$ cat config.mk
export PLATFORM = sky130hd
export DESIGN_NAME = pipe_stall_ctrl_flat
export DESIGN_NICKNAME = d
export VERILOG_FILES = /design/src/rtl/rv32i_types.sv /design/src/rtl/pipe_stall_ctrl_if.sv /design/src/rtl/port_resp_tracker.sv /design/src/rtl/pipe_stall_ctrl.sv /design/src/flat_wrapper.sv
export SDC_FILE = /design/constraint.sdc
export NUM_CORES = 1
export LEC_CHECK = 0
export CORE_MARGIN = 2
export CORE_UTILIZATION = 45
export CTS_BUF_LIST = sky130_fd_sc_hd__clkbuf_4 sky130_fd_sc_hd__clkbuf_8 sky130_fd_sc_hd__clkbuf_16
export CTS_CLUSTER_SIZE = 14
export DETAILED_ROUTE_END_ITERATION = 7
export GPL_TIMING_DRIVEN = 0
export PLACE_DENSITY_LB_ADDON = 0.3
export SLEW_MARGIN = 0
export SYNTH_ARGS = -nofsm -noshare
export SYNTH_HDL_FRONTEND = slang
export SYNTH_SLANG_ARGS = --single-unit
$ cat constraint.sdc
create_clock -name clk -period 2.7 [get_ports clk]
set_input_delay 0.405 -clock clk [delete_from_list [all_inputs] [get_ports clk]]
set_output_delay 0.405 -clock clk [all_outputs]
set_load 0.02 [all_outputs]
$ cat src/rtl/rv32i_types.sv
// Shared pipeline types and constants.
// Provides memory-port index constants and a counter-width helper used to
// size saturating counters from their maximum value.
package rv32i_types;

  localparam int unsigned PORT_IMEM = 0;
  localparam int unsigned PORT_DMEM = 1;

  // Bits needed to hold values 0..max_val (never less than one bit).
  function automatic int unsigned cnt_width(input int unsigned max_val);
    return (max_val < 2) ? 1 : int'($clog2(max_val + 1));
  endfunction

endpackage

$ cat src/rtl/pipe_stall_ctrl_if.sv
// Handshake bundle between the pipeline/memory side and the stall controller.
// master: drives req/resp/flush, observes advance and status.
// slave : the controller, observes req/resp/flush, drives advance and status.
interface pipe_stall_ctrl_if #(
  parameter int unsigned NUM_PORTS = 2,
  parameter int unsigned CNT_W     = 32
);

  logic [NUM_PORTS-1:0] req;
  logic [NUM_PORTS-1:0] resp;
  logic                 flush;
  logic                 move_pipeline;
  logic                 flush_active;
  logic [NUM_PORTS-1:0] pending;
  logic [CNT_W-1:0]     stall_cycles;
  logic                 timeout_err;

  modport master (
    output req, resp, flush,
    input  move_pipeline, flush_active, pending, stall_cycles, timeout_err
  );

  modport slave (
    input  req, resp, flush,
    output move_pipeline, flush_active, pending, stall_cycles, timeout_err
  );

endinterface

$ cat src/rtl/port_resp_tracker.sv
// Per-port response tracker.
// Remembers that a port's response already arrived while the pipeline is
// still held by another port, so the port stays ready until the next advance.
// Ports: clk, rst (async, active-low), req_i/resp_i (port handshake),
//        move_i (pipeline advance), ready_o (port allows advance),
//        pending_o (request seen, response not yet received).
module port_resp_tracker (
  input  logic clk,
  input  logic rst,
  input  logic req_i,
  input  logic resp_i,
  input  logic move_i,
  output logic ready_o,
  output logic pending_o
);

  logic done_q;
  logic done_d;

  // A response without a request is ignored; advance consumes the done bit.
  always_comb begin
    done_d = done_q;
    if (move_i) begin
      done_d = 1'b0;
    end else if (req_i && resp_i) begin
      done_d = 1'b1;
    end
  end

  always_ff @(posedge clk or negedge rst) begin
    if (!rst) begin
      done_q <= 1'b0;
    end else begin
      done_q <= done_d;
    end
  end

  // resp feeds ready directly so a same-cycle response advances with no delay.
  assign ready_o   = !req_i || done_q || resp_i;
  // Forced low while reset is asserted so status reads clean immediately.
  assign pending_o = req_i && !done_q && rst;

endmodule

$ cat src/rtl/pipe_stall_ctrl.sv
// Pipeline stall controller.
// Advances the pipeline once every memory port with an outstanding request
// has responded, tracks squashed advances after a flush, counts stall
// cycles and raises a sticky watchdog error on a long stall.
// Ports: clk, rst (async, active-low), bus (slave side of pipe_stall_ctrl_if:
//        req/resp/flush in; move_pipeline, flush_active, pending,
//        stall_cycles, timeout_err out).
module pipe_stall_ctrl
  import rv32i_types::*;
#(
  parameter int unsigned NUM_PORTS    = 2,
  parameter int unsigned FLUSH_CYCLES = 1,
  parameter int unsigned TIMEOUT      = 1024,
  parameter int unsigned CNT_W        = 32
) (
  input  logic                   clk,
  input  logic                   rst,
  pipe_stall_ctrl_if.slave       bus
);

  localparam int unsigned FC_W = cnt_width(FLUSH_CYCLES);
  localparam int unsigned WD_W = cnt_width(TIMEOUT);

  logic [NUM_PORTS-1:0] ready_c;
  logic [NUM_PORTS-1:0] pending_c;
  logic                 move_c;

  logic [FC_W-1:0]  flush_cnt_q, flush_cnt_d;
  logic [WD_W-1:0]  wd_cnt_q,    wd_cnt_d;
  logic [CNT_W-1:0] stall_q,     stall_d;
  logic             err_q,       err_d;

  // One tracker per memory port.
  for (genvar g = 0; g < NUM_PORTS; g++) begin : g_port
    port_resp_tracker u_trk (
      .clk       (clk),
      .rst       (rst),
      .req_i     (bus.req[g]),
      .resp_i    (bus.resp[g]),
      .move_i    (move_c),
      .ready_o   (ready_c[g]),
      .pending_o (pending_c[g])
    );
  end

  assign move_c = &ready_c;

  // Next-state for flush window, watchdog, stall counter and error flag.
  always_comb begin
    flush_cnt_d = flush_cnt_q;
    wd_cnt_d    = wd_cnt_q;
    stall_d     = stall_q;
    err_d       = err_q;

    // A new flush always restarts the window, even on a decrementing advance.
    if (bus.flush) begin
      flush_cnt_d = FC_W'(FLUSH_CYCLES);
    end else if (move_c && (flush_cnt_q != '0)) begin
      flush_cnt_d = flush_cnt_q - FC_W'(1);
    end

    // Watchdog saturates at TIMEOUT; with TIMEOUT=0 it stays at zero.
    if (move_c) begin
      wd_cnt_d = '0;
    end else if (wd_cnt_q != WD_W'(TIMEOUT)) begin
      wd_cnt_d = wd_cnt_q + WD_W'(1);
    end

    if ((TIMEOUT != 0) && (wd_cnt_d == WD_W'(TIMEOUT))) begin
      err_d = 1'b1;
    end

    if (!move_c && (stall_q != '1)) begin
      stall_d = stall_q + CNT_W'(1);
    end
  end

  always_ff @(posedge clk or negedge rst) begin
    if (!rst) begin
      flush_cnt_q <= '0;
      wd_cnt_q    <= '0;
      stall_q     <= '0;
      err_q       <= 1'b0;
    end else begin
      flush_cnt_q <= flush_cnt_d;
      wd_cnt_q    <= wd_cnt_d;
      stall_q     <= stall_d;
      err_q       <= err_d;
    end
  end

  assign bus.move_pipeline = move_c;
  assign bus.flush_active  = (flush_cnt_q != '0);
  assign bus.pending       = pending_c;
  assign bus.stall_cycles  = stall_q;
  assign bus.timeout_err   = err_q;

endmodule

$ cat src/flat_wrapper.sv
// flat-port wrapper written by rule: the top's interface ports become plain ports
module pipe_stall_ctrl_flat import rv32i_types::*;
#(
  parameter int unsigned NUM_PORTS    = 2,
  parameter int unsigned FLUSH_CYCLES = 1,
  parameter int unsigned TIMEOUT      = 1024,
  parameter int unsigned CNT_W        = 32
)
  (clk, rst, bus_req, bus_resp, bus_flush, bus_move_pipeline, bus_flush_active, bus_pending, bus_stall_cycles, bus_timeout_err);
  pipe_stall_ctrl_if #(.NUM_PORTS(NUM_PORTS), .CNT_W(CNT_W)) bus_i ();
  input  logic clk;
  input  logic rst;
  input wire logic [$bits(bus_i.req)-1:0] bus_req;
  input wire logic [$bits(bus_i.resp)-1:0] bus_resp;
  input wire logic [$bits(bus_i.flush)-1:0] bus_flush;
  output wire logic [$bits(bus_i.move_pipeline)-1:0] bus_move_pipeline;
  output wire logic [$bits(bus_i.flush_active)-1:0] bus_flush_active;
  output wire logic [$bits(bus_i.pending)-1:0] bus_pending;
  output wire logic [$bits(bus_i.stall_cycles)-1:0] bus_stall_cycles;
  output wire logic [$bits(bus_i.timeout_err)-1:0] bus_timeout_err;
  assign bus_i.req = bus_req;
  assign bus_i.resp = bus_resp;
  assign bus_i.flush = bus_flush;
  assign bus_move_pipeline = bus_i.move_pipeline;
  assign bus_flush_active = bus_i.flush_active;
  assign bus_pending = bus_i.pending;
  assign bus_stall_cycles = bus_i.stall_cycles;
  assign bus_timeout_err = bus_i.timeout_err;
  pipe_stall_ctrl #(.NUM_PORTS(NUM_PORTS), .FLUSH_CYCLES(FLUSH_CYCLES), .TIMEOUT(TIMEOUT), .CNT_W(CNT_W)) u_core (.clk(clk), .rst(rst), .bus(bus_i));
endmodule
# Yosys cells after proc, flatten, opt, wreduce, memory -nomap -nowiden
# Cells that the tools add are included.
[classes] muxes=8 n_addsub=3 n_reduce_logical=21 eq_ne=3
[ops] op="adder 32 x 1 -> 32 bit, second input constant" count=1
[ops] op="!= test 32 bit, second input constant" count=1
[ops] op="two-way mux 11 bit" count=2
[ops] op="adder 11 x 1 -> 11 bit, second input constant" count=1
[ops] op="equality test 11 bit, second input constant" count=1
[ops] op="!= test 11 bit, second input constant" count=1
[ops] op="logical AND 1 bit" count=8
[ops] op="two-way mux 1 bit" count=6
[ops] op="nonzero test 2 bit" count=3
[ops] op="logical NOT 1 bit" count=5
[ops] op="logical OR 1 bit" count=4
[ops] op="AND reduction 2 bit" count=1
[ops] op="subtractor 1 bit, second input constant" count=1
[totals] wordCells=41 register_bits=47

# Depth between registers and ports, before layout
[depth] ltp_word=7 depth_mapped=8

# By module
# Synthesis repeated with hierarchy kept, for this count alone.
[unflattened] cells_unflattened=229 hier_area_um2=2349.8
[modules_own_cells] module="pipe_stall_ctrl" seq_area_each_um2=1126.1 n_inst=1 cells_per_inst=219 area_per_inst_um2=2244.7
[modules_own_cells] module="port_resp_tracker" seq_area_each_um2=25.0 n_inst=2 cells_per_inst=5 area_per_inst_um2=52.6

# Worst setup path after synthesis
# OpenSTA, ideal clock, no wires.
[synth_timing] path_kind="register -> register" from="register u_core.stall_q[0], in the netlist u_core.bus.stall_cycles[0]" to="register u_core.stall_q[5], in the netlist u_core.bus.stall_cycles[5]" setup_time_ps=135 synth_period_minus_slack_ps=2065 arrival_time_ps=1930 path_stages_with_launch=8 slack_ps=635 path_buffers=1 cell_sequence="dfrtp_1 > ha_1 > nand4_1 > nor3_1 > and4_1 > buf_2 > nor3_1 > xor2_1"
[synth_between] elab_chain_len=2 elab_cells_between_ends=3
[synth_rtl] item="start, declared" line="pipe_stall_ctrl.sv:30" text="logic [CNT_W-1:0] stall_q, stall_d;"
[synth_rtl] item="start signal, assigned" line="pipe_stall_ctrl.sv:87" text="stall_q <= stall_d;"
[synth_rtl] item="parallel branches: the longest is 2 deep, another holds adder 32 x 1 -> 32 bit"
# Parallel ways; which one is timed is not known.
# A chain may end at the register's enable or synchronous reset.

# Worst setup path after layout
[layout_timing] from="input port bus_req[1]" to="output port bus_move_pipeline"
[layout_between] elab_chain_len=4
[layout_rtl] item="start, declared" line="flat_wrapper.sv:13" text="input wire logic [$bits(bus_i.req)-1:0] bus_req;"
[layout_rtl] item="logical NOT 1 bit" line="port_resp_tracker.sv:39" text="assign ready_o = !req_i || done_q || resp_i;"
[layout_rtl] item="logical OR 1 bit (2 in series)" line="port_resp_tracker.sv:39"
[layout_rtl] item="AND reduction 2 bit" line="pipe_stall_ctrl.sv:46" text="assign move_c = &ready_c;"
[layout_rtl] item="end, declared" line="flat_wrapper.sv:16" text="output wire logic [$bits(bus_i.move_pipeline)-1:0] bus_move_pipeline;"
# Every way passes these cells.

==> results.sh <==
export IMPL_yosys_area_top_type="dfrtp_1"
export IMPL_r2r_start="u_core.wd_cnt_q[0]"
export IMPL_start_util_pct=46.96
export IMPL_dpl_cell_area_um2=2947
export IMPL_synth_mux_area_share_pct=0.4666
export IMPL_switching_power_uw=538.0
export IMPL_dpl_hpwl_um=3744
export IMPL_cp_required_ps=2300
export IMPL_yosys_warnings=0
export IMPL_clock_path_buffers=2
export IMPL_p_total_mw=1.868
export IMPL_io_pins=44
export IMPL_hp_class="in -> async"
export IMPL_die_area_um2=5965
export IMPL_num_vias=1891
export IMPL_root_buffer="clkbuf_8"
export IMPL_cts_max_level=2
export IMPL_r2r_slack_ps=400
export IMPL_ant_nets=0
export IMPL_power_frac_comb_pct=21.1
export IMPL_maxCapViolations=0
export IMPL_intPower_mw=1.330
export IMPL_seq_power_share_pct=45.9
export IMPL_netlist_top_cells_count="dfrtp_1 (47), xor2_1 (30), nor2_1 (23)"
export IMPL_synth_seq_area_share_pct=48.73
export IMPL_std_cell_rows=26
export IMPL_power_per_cell_area_nw_per_um2=605.0
export IMPL_arrival_ps=2160
export IMPL_tightest_slew_ps=495.8
export IMPL_clock_sinks=47
export IMPL_netlist_area_um2=2414
export IMPL_reg2reg_depth=8
export IMPL_pwr_share_clk_pct=33.0
export IMPL_hold_viol=0
export IMPL_synth_ff_type="dfrtp_1"
export IMPL_crit_fanout=14
export IMPL_final_setup_tns_ps=0
export IMPL_peakVddDrop_uv=668.4
export IMPL_post_cts_buffers=0
export IMPL_synth_seq_cells=47
export IMPL_fmax_mhz=389.4
export IMPL_post_route_period_util_pct=95.11
export IMPL_synth_area_leaders="dfrtp_1 (49%), xor2_1 (11%), xnor2_1 (3.6%)"
export IMPL_grt_pass1_vias=1889
export IMPL_synth_edf_count=0
export IMPL_wirelength_um=5170
export IMPL_antenna_found_initial=0
export IMPL_synth_top_area_share_pct=48.73
export IMPL_dr_first_iter_drc_count=78
export IMPL_synthAdderAreaFrac_pct=1.555
export IMPL_min_period_ps=2568
export IMPL_tritoncts="done"
export IMPL_synth_most_common_cell="dfrtp_1"
export IMPL_io_buffers=43
export IMPL_setup_viol=0
export IMPL_timing_rr_end="u_core.bus.timeout_err"
export IMPL_postLayoutCellArea_um2=3088
export IMPL_drc_errors=0
export IMPL_die_h_um=77.24
export IMPL_antenna_cells=0
export IMPL_nets=296
export IMPL_path_clk_slew_ps=90
export IMPL_gp_congestion=0.8214
export IMPL_grt_pass1_wl_um=8859
export IMPL_synth_compound_area_share_pct=5.962
export IMPL_endpoint_kind="primary output"
export IMPL_core_area_um2=5140
export IMPL_slew_viol_final=0
export IMPL_grt_util_all_layers_pct=18.62
export IMPL_p_leak_nw=1.354
export IMPL_p_sw_share_pct=28.79
export IMPL_drive_above_1_share_pct=10.45
export IMPL_syn_instance_count=235
export IMPL_fillers=474
export IMPL_via_per_inst=5.297
export IMPL_clk_latency_ps=300
export IMPL_synth_top_family_by_area="simple AND/OR/NAND/NOR gates"
export IMPL_slew_headroom_pct=66.70
export IMPL_avgRoutedWirePerCell_um=14.48
export IMPL_synthArstFlopShare_pct=100.0
export IMPL_synthSimpleGateAreaFrac_pct=25.19
export IMPL_die_width_um=77.24
export IMPL_yosysUniqueCellTypes=42
export IMPL_grt_overflow_total=0
export IMPL_grt_max_degree=42
export IMPL_dp_slack_ps=-346.4
export IMPL_setup_slack_ps=132.0
export IMPL_worstSetupStartpointType="primary input"
export IMPL_avgSynthCellArea_um2=10.27
export IMPL_synthXorXnorAreaFrac_pct=14.52
export IMPL_status="finished clean"
export IMPL_grt_setup_unrepaired="false"
export IMPL_areaGrowthSynthToFinish_pct=27.94
export IMPL_numCtsBuffers=5
export IMPL_critPathKind="in -> out"
export IMPL_syn_num_nets=245
export IMPL_detail_route_first_pass_iterations=4
export IMPL_fin_skew_ps=11.83
## per-layer routing
metal	GRT usage, %	share of wire (%)	vias up
met2	31.04	49	38
li1	-	-	926
met3	4.471	4.0	5
met5	0	0	-
met1	24.06	46	922
met4	5.536	0.91	0
## sequential cells by signal, indices dropped and copies added, names as in the netlist
register,flops
u_core.wd_cnt_q,11
u_core.bus.flush_active,1
u_core.bus.timeout_err,1
u_core.g_port.u_trk.done_q,2
u_core.bus.stall_cycles,32
## kinds of logic after synthesis
group                      count (synthesis)
buffers and inverters                     18
xor gates and xnor gates                  40
and+or+nand+nor                          109
AOI/OAI and AO/OA                         17
adders and majority gates                  3
muxes                                      1
DFF                                       47
## how the worst max path moves through the flow
stage | startpoint | to | depth (start not counted) | slack, ps
5_1_grt | bus_req[0] | bus_move_pipeline | 5 | 70
3_5_place_dp | bus_req[1] | bus_move_pipeline | 6 | -350
3_3_place_gp | rst | bus_pending[0] | 4 | -1270
6_report | bus_req[1] | bus_move_pipeline | 5 | 130
4_1_cts | bus_req[1] | bus_move_pipeline | 5 | 120
2_1_floorplan | u_core.bus.stall_cycles[0] | u_core.bus.stall_cycles[5] | 7 | 630
## stage by stage
step           cells  utilization, %  hold WS [ps]
6_report         357           60.08         101.0
5_1_grt          357           60.08         107.9
4_1_cts          357           60.08         108.3
3_5_place_dp     349           57.33         276.4
3_3_place_gp     348           57.04         458.3
2_1_floorplan    235               -         109.4
## worst max-delay path, cell delays in order
cell,delay [ps]
clkdlybuf4s50_1,490
or3b_2,550
nand2_2,200
inv_2,160
dlygate4sd2_1,350
## layout by cell type, fill, tap and decap left out, drive strengths merged, types with 2 or more instances in the layout
cell,netlist,routed
nand2,18,18
and3b,2,2
nor4,7,7
and4,6,6
xor2,30,30
clkdlybuf4s50,0,41
and3,2,2
xnor2,10,10
ha,3,3
or2,2,2
or3b,3,3
dfrtp,47,47
nand4,8,8
nor3,15,15
buf,4,6
nor3b,2,2
a21o,2,2
a211oi,2,2
nor2,23,23
o31ai,2,2
nor4b,5,5
clkbuf,4,8
inv,10,10
a21oi,3,3
o2111ai,2,2
nand3,15,15
bufinv,0,2
## power groups by stage
stage	combinational (mW)	sequential (mW)	clock, mW
after detailed placement	0.399	0.871	0
after floorplan	0.141	0.931	0
after global placement	0.391	0.870	0
final	0.395	0.857	0.616
after global routing	0.431	0.872	0.658
after CTS	0.400	0.858	0.625
## repair_timing
| item | in CTS | in global routing |
|---|---|---|
| gates resized for setup | 1 | 0 |
| hold buffers | 1 | 0 |
| setup endpoints to repair | 1 | 0 |
| endpoints found under the hold margin | 7 | 0 |
## final cells by class
class	instances	area (um2)	area share, %
inverter	10	37.54	1.216
multi-input combinational	170	1151	37.28
timing repair buffer	45	454.2	14.71
clock buffer	5	68.82	2.229
buffer	7	45.04	1.459
clock inverter	3	67.56	2.188
tap	70	87.58	2.836
sequential	47	1176	38.09
No activity file was read; power rests on OpenSTA's default activity.
==> RTL change, RTL diff (same settings) <==
`TIMEOUT` is set to 1024 in 2 places; all go to 2048.
--- a/src/rtl/pipe_stall_ctrl.sv
+++ b/src/rtl/pipe_stall_ctrl.sv
@@ -10,7 +10,7 @@
 #(
   parameter int unsigned NUM_PORTS    = 2,
   parameter int unsigned FLUSH_CYCLES = 1,
-  parameter int unsigned TIMEOUT      = 1024,
+  parameter int unsigned TIMEOUT      = 2048,
   parameter int unsigned CNT_W        = 32
 ) (
   input  logic                   clk,
--- a/src/flat_wrapper.sv
+++ b/src/flat_wrapper.sv
@@ -3,7 +3,7 @@
 #(
   parameter int unsigned NUM_PORTS    = 2,
   parameter int unsigned FLUSH_CYCLES = 1,
-  parameter int unsigned TIMEOUT      = 1024,
+  parameter int unsigned TIMEOUT      = 2048,
   parameter int unsigned CNT_W        = 32
 )
   (clk, rst, bus_req, bus_resp, bus_flush, bus_move_pipeline, bus_flush_active, bus_pending, bus_stall_cycles, bus_timeout_err);
Behaviour: same outputs for any inputs over 10 cycles, from zero or initial values and one cycle with rst low; that may be too few to reach the edited logic, so the function may still have changed.
==> RTL change against the original RTL <==
- final area rose by 2.7%
- wire length fell by 1.2%
- sequential share of layout area fell by 0.20 points
- synthesized cell count rose by 0.85%
- total power barely moved
- hold slack got worse by 0.095 ns
- setup slack improved by 0.019 ns
- first-iteration DRC count rose by 1.3%
- count of clock-buffer cells in the layout rose by 2
- cell count rose by 1.7%
- sequential cell count rose by 1
- area after synthesis rose by 2.1%
- die area rose by 2.0%
- critical endpoint unchanged
- largest power group unchanged
- highest routed layer unchanged
==> RTL change: results (changes against the original RTL) <==
layout:
  num_antenna_cells: 0  # unchanged
  fin_util_pct: 60.9  # +0.84 points
  fillers: 455  # -4.0%
  drive_gt1_share_pct: 11.9  # +1.5 points
  nets: 302  # +2.0%
synthesis:
  synth_area_leaders: "dfrtp_1 49%, xor2_1 7.8%, xnor2_1 6.4%"
  ys_seq_area_share_pct: 48.7  # about the same
  yosysUniqueCellTypes: 43  # +2.4%
  synth_nets: 247  # +0.82%
  synthCells: 237  # +0.85%
  ys_top_cells_by_count: "48 x dfrtp_1, 22 x xor2_1, 21 x nor2_1, 20 x nand3_1, 18 x xnor2_1"
worst_setup_path:
  critical_path.max_stage_delay_ns: 0.48  # -0.07 ns
  arrival_ns: 2.14  # -0.02 ns
  timing.reg2reg.setup_slack_ns: 0.39
  r2r_start: "u_core.wd_cnt_q[0]"
  startpoint: "bus_req[0]"
  crit_end: "bus_move_pipeline"
  slowest_stage: "clkdlybuf4s50_1"
  worst-path-max-fanout: 9  # -5
  path_delay_family: "buffers and inverters"
  reg2reg_depth: 7  # -1
drt:
  route.met2.wl_um: 2400  # -4.6%
  drtIter0Drc: 79  # +1.3%
  met1_length_um: 2400  # about the same
  route.met3.wl_um: 228  # +9.1%
  wl_per_cell_um: 14.1  # -2.8%
  vias_per_cell: 5.38  # +1.6%
  top_layer_used: "met4"
sta:
  worst_slew_pin_slew_ns: 0.668  # +0.172 ns
  finClkSkew_ns: 0.00868  # -0.00315 ns
status:
  outcome: "complete, no violations"
hold_path:
  hold_class: "input port to asynchronous set/reset pin"
place:
  dp_hpwl_um: 3660  # -2.2%
  io_buffer_count: 43  # unchanged
  place.gp.congestion: 0.788  # -4.1%
  post_dp_cell_area_um2: 3000  # +1.7%
clock_tree:
  numCtsBuffers: 5  # unchanged
  clockRootBuffer: "clkbuf_8"
  htree_levels: 2  # unchanged
  post_cts_resized: 4  # +3
  clkLatencyLatePin_ns: 0.30  # about the same
  clkSlewWorstSetupHoldPaths_ns: 0.09  # about the same
global_route:
  antenna_found_initial: 0  # unchanged
  grt_start_max_net_pins: 35  # -17%
  grt_pass1_wl_um: 8510  # -4.0%
  met3_usage_pct: 4.37  # -0.10 points
  grt_use_total_pct: 17.5  # -1.2 points
  grt_use_met1_pct: 23.6  # -0.50 points
  grt_pass1_vias: 1858  # -1.6%
  gr-usage-met2_pct: 27.3  # -3.7 points
power_and_ir_drop:
  p_leak_nw: 1.37  # +0.84%
  ir_worst_vdd_mv: 0.579  # -13%
RTL change: cell count changes after synthesis, sizes merged, moves of 4 or more:
| cell | delta |
|---|---|
| nand3 | +6 |
| and3 | +5 |
| buf | +4 |
| nand2 | -4 |
| xor2 | -8 |
| xnor2 | +8 |
RTL change: per-stage QoR:
stage               setup TNS (ns)  setup WS [ns]  instances  hold slack, ns  power, W
detailed placement          -0.386         -0.386        351           0.349   0.00131
CTS                              0          0.103        358          0.0199   0.00188
finish                           0          0.151        363         0.00572   0.00187
global route                     0         0.0429        363          0.0192   0.00197
floorplan                        0          0.654        237           0.109   0.00111
global placement            -12.26          -1.23        350           0.454   0.00130
RTL change: layout make-up:
| cell class | instances | area (um^2) | share of cell area (%) |
|---|---|---|---|
| Clock inverter | 1 | 30.0 | 0.947 |
| Clock buffer | 7 | 96.3 | 3.04 |
| Sequential cell | 48 | 1200 | 37.9 |
| Inverter | 8 | 33.8 | 1.07 |
| Tap cell | 70 | 87.6 | 2.76 |
| Multi-Input combinational cell | 172 | 1190 | 37.7 |
| Timing Repair Buffer | 49 | 482 | 15.2 |
| Buffer | 8 | 45.0 | 1.42 |
RTL change: power by group:
part / internal, W / total (W) / switching [W] / leakage, nW
Clock: 0.000327 / 0.000562 / 0.000235 / 0.0645
Combinational: 0.000205 / 0.000410 / 0.000205 / 0.673
Sequential: 0.000788 / 0.000897 / 0.000109 / 0.629
Total: 0.00132 / 0.00187 / 0.000549 / 1.37
RTL change: cells by family after synthesis:
group                    Yosys count  share of synthesized area (%)
AND/OR/NAND/NOR                  108                           24.9
multiplexers                       3                           1.27
flip-flops                        48                           48.7
adder cells (fa/ha/maj)            3                           1.52
buffers and inverters             17                           3.20
XOR/XNOR                          40                           14.2
AO/OA/AOI/OAI                     18                           6.19
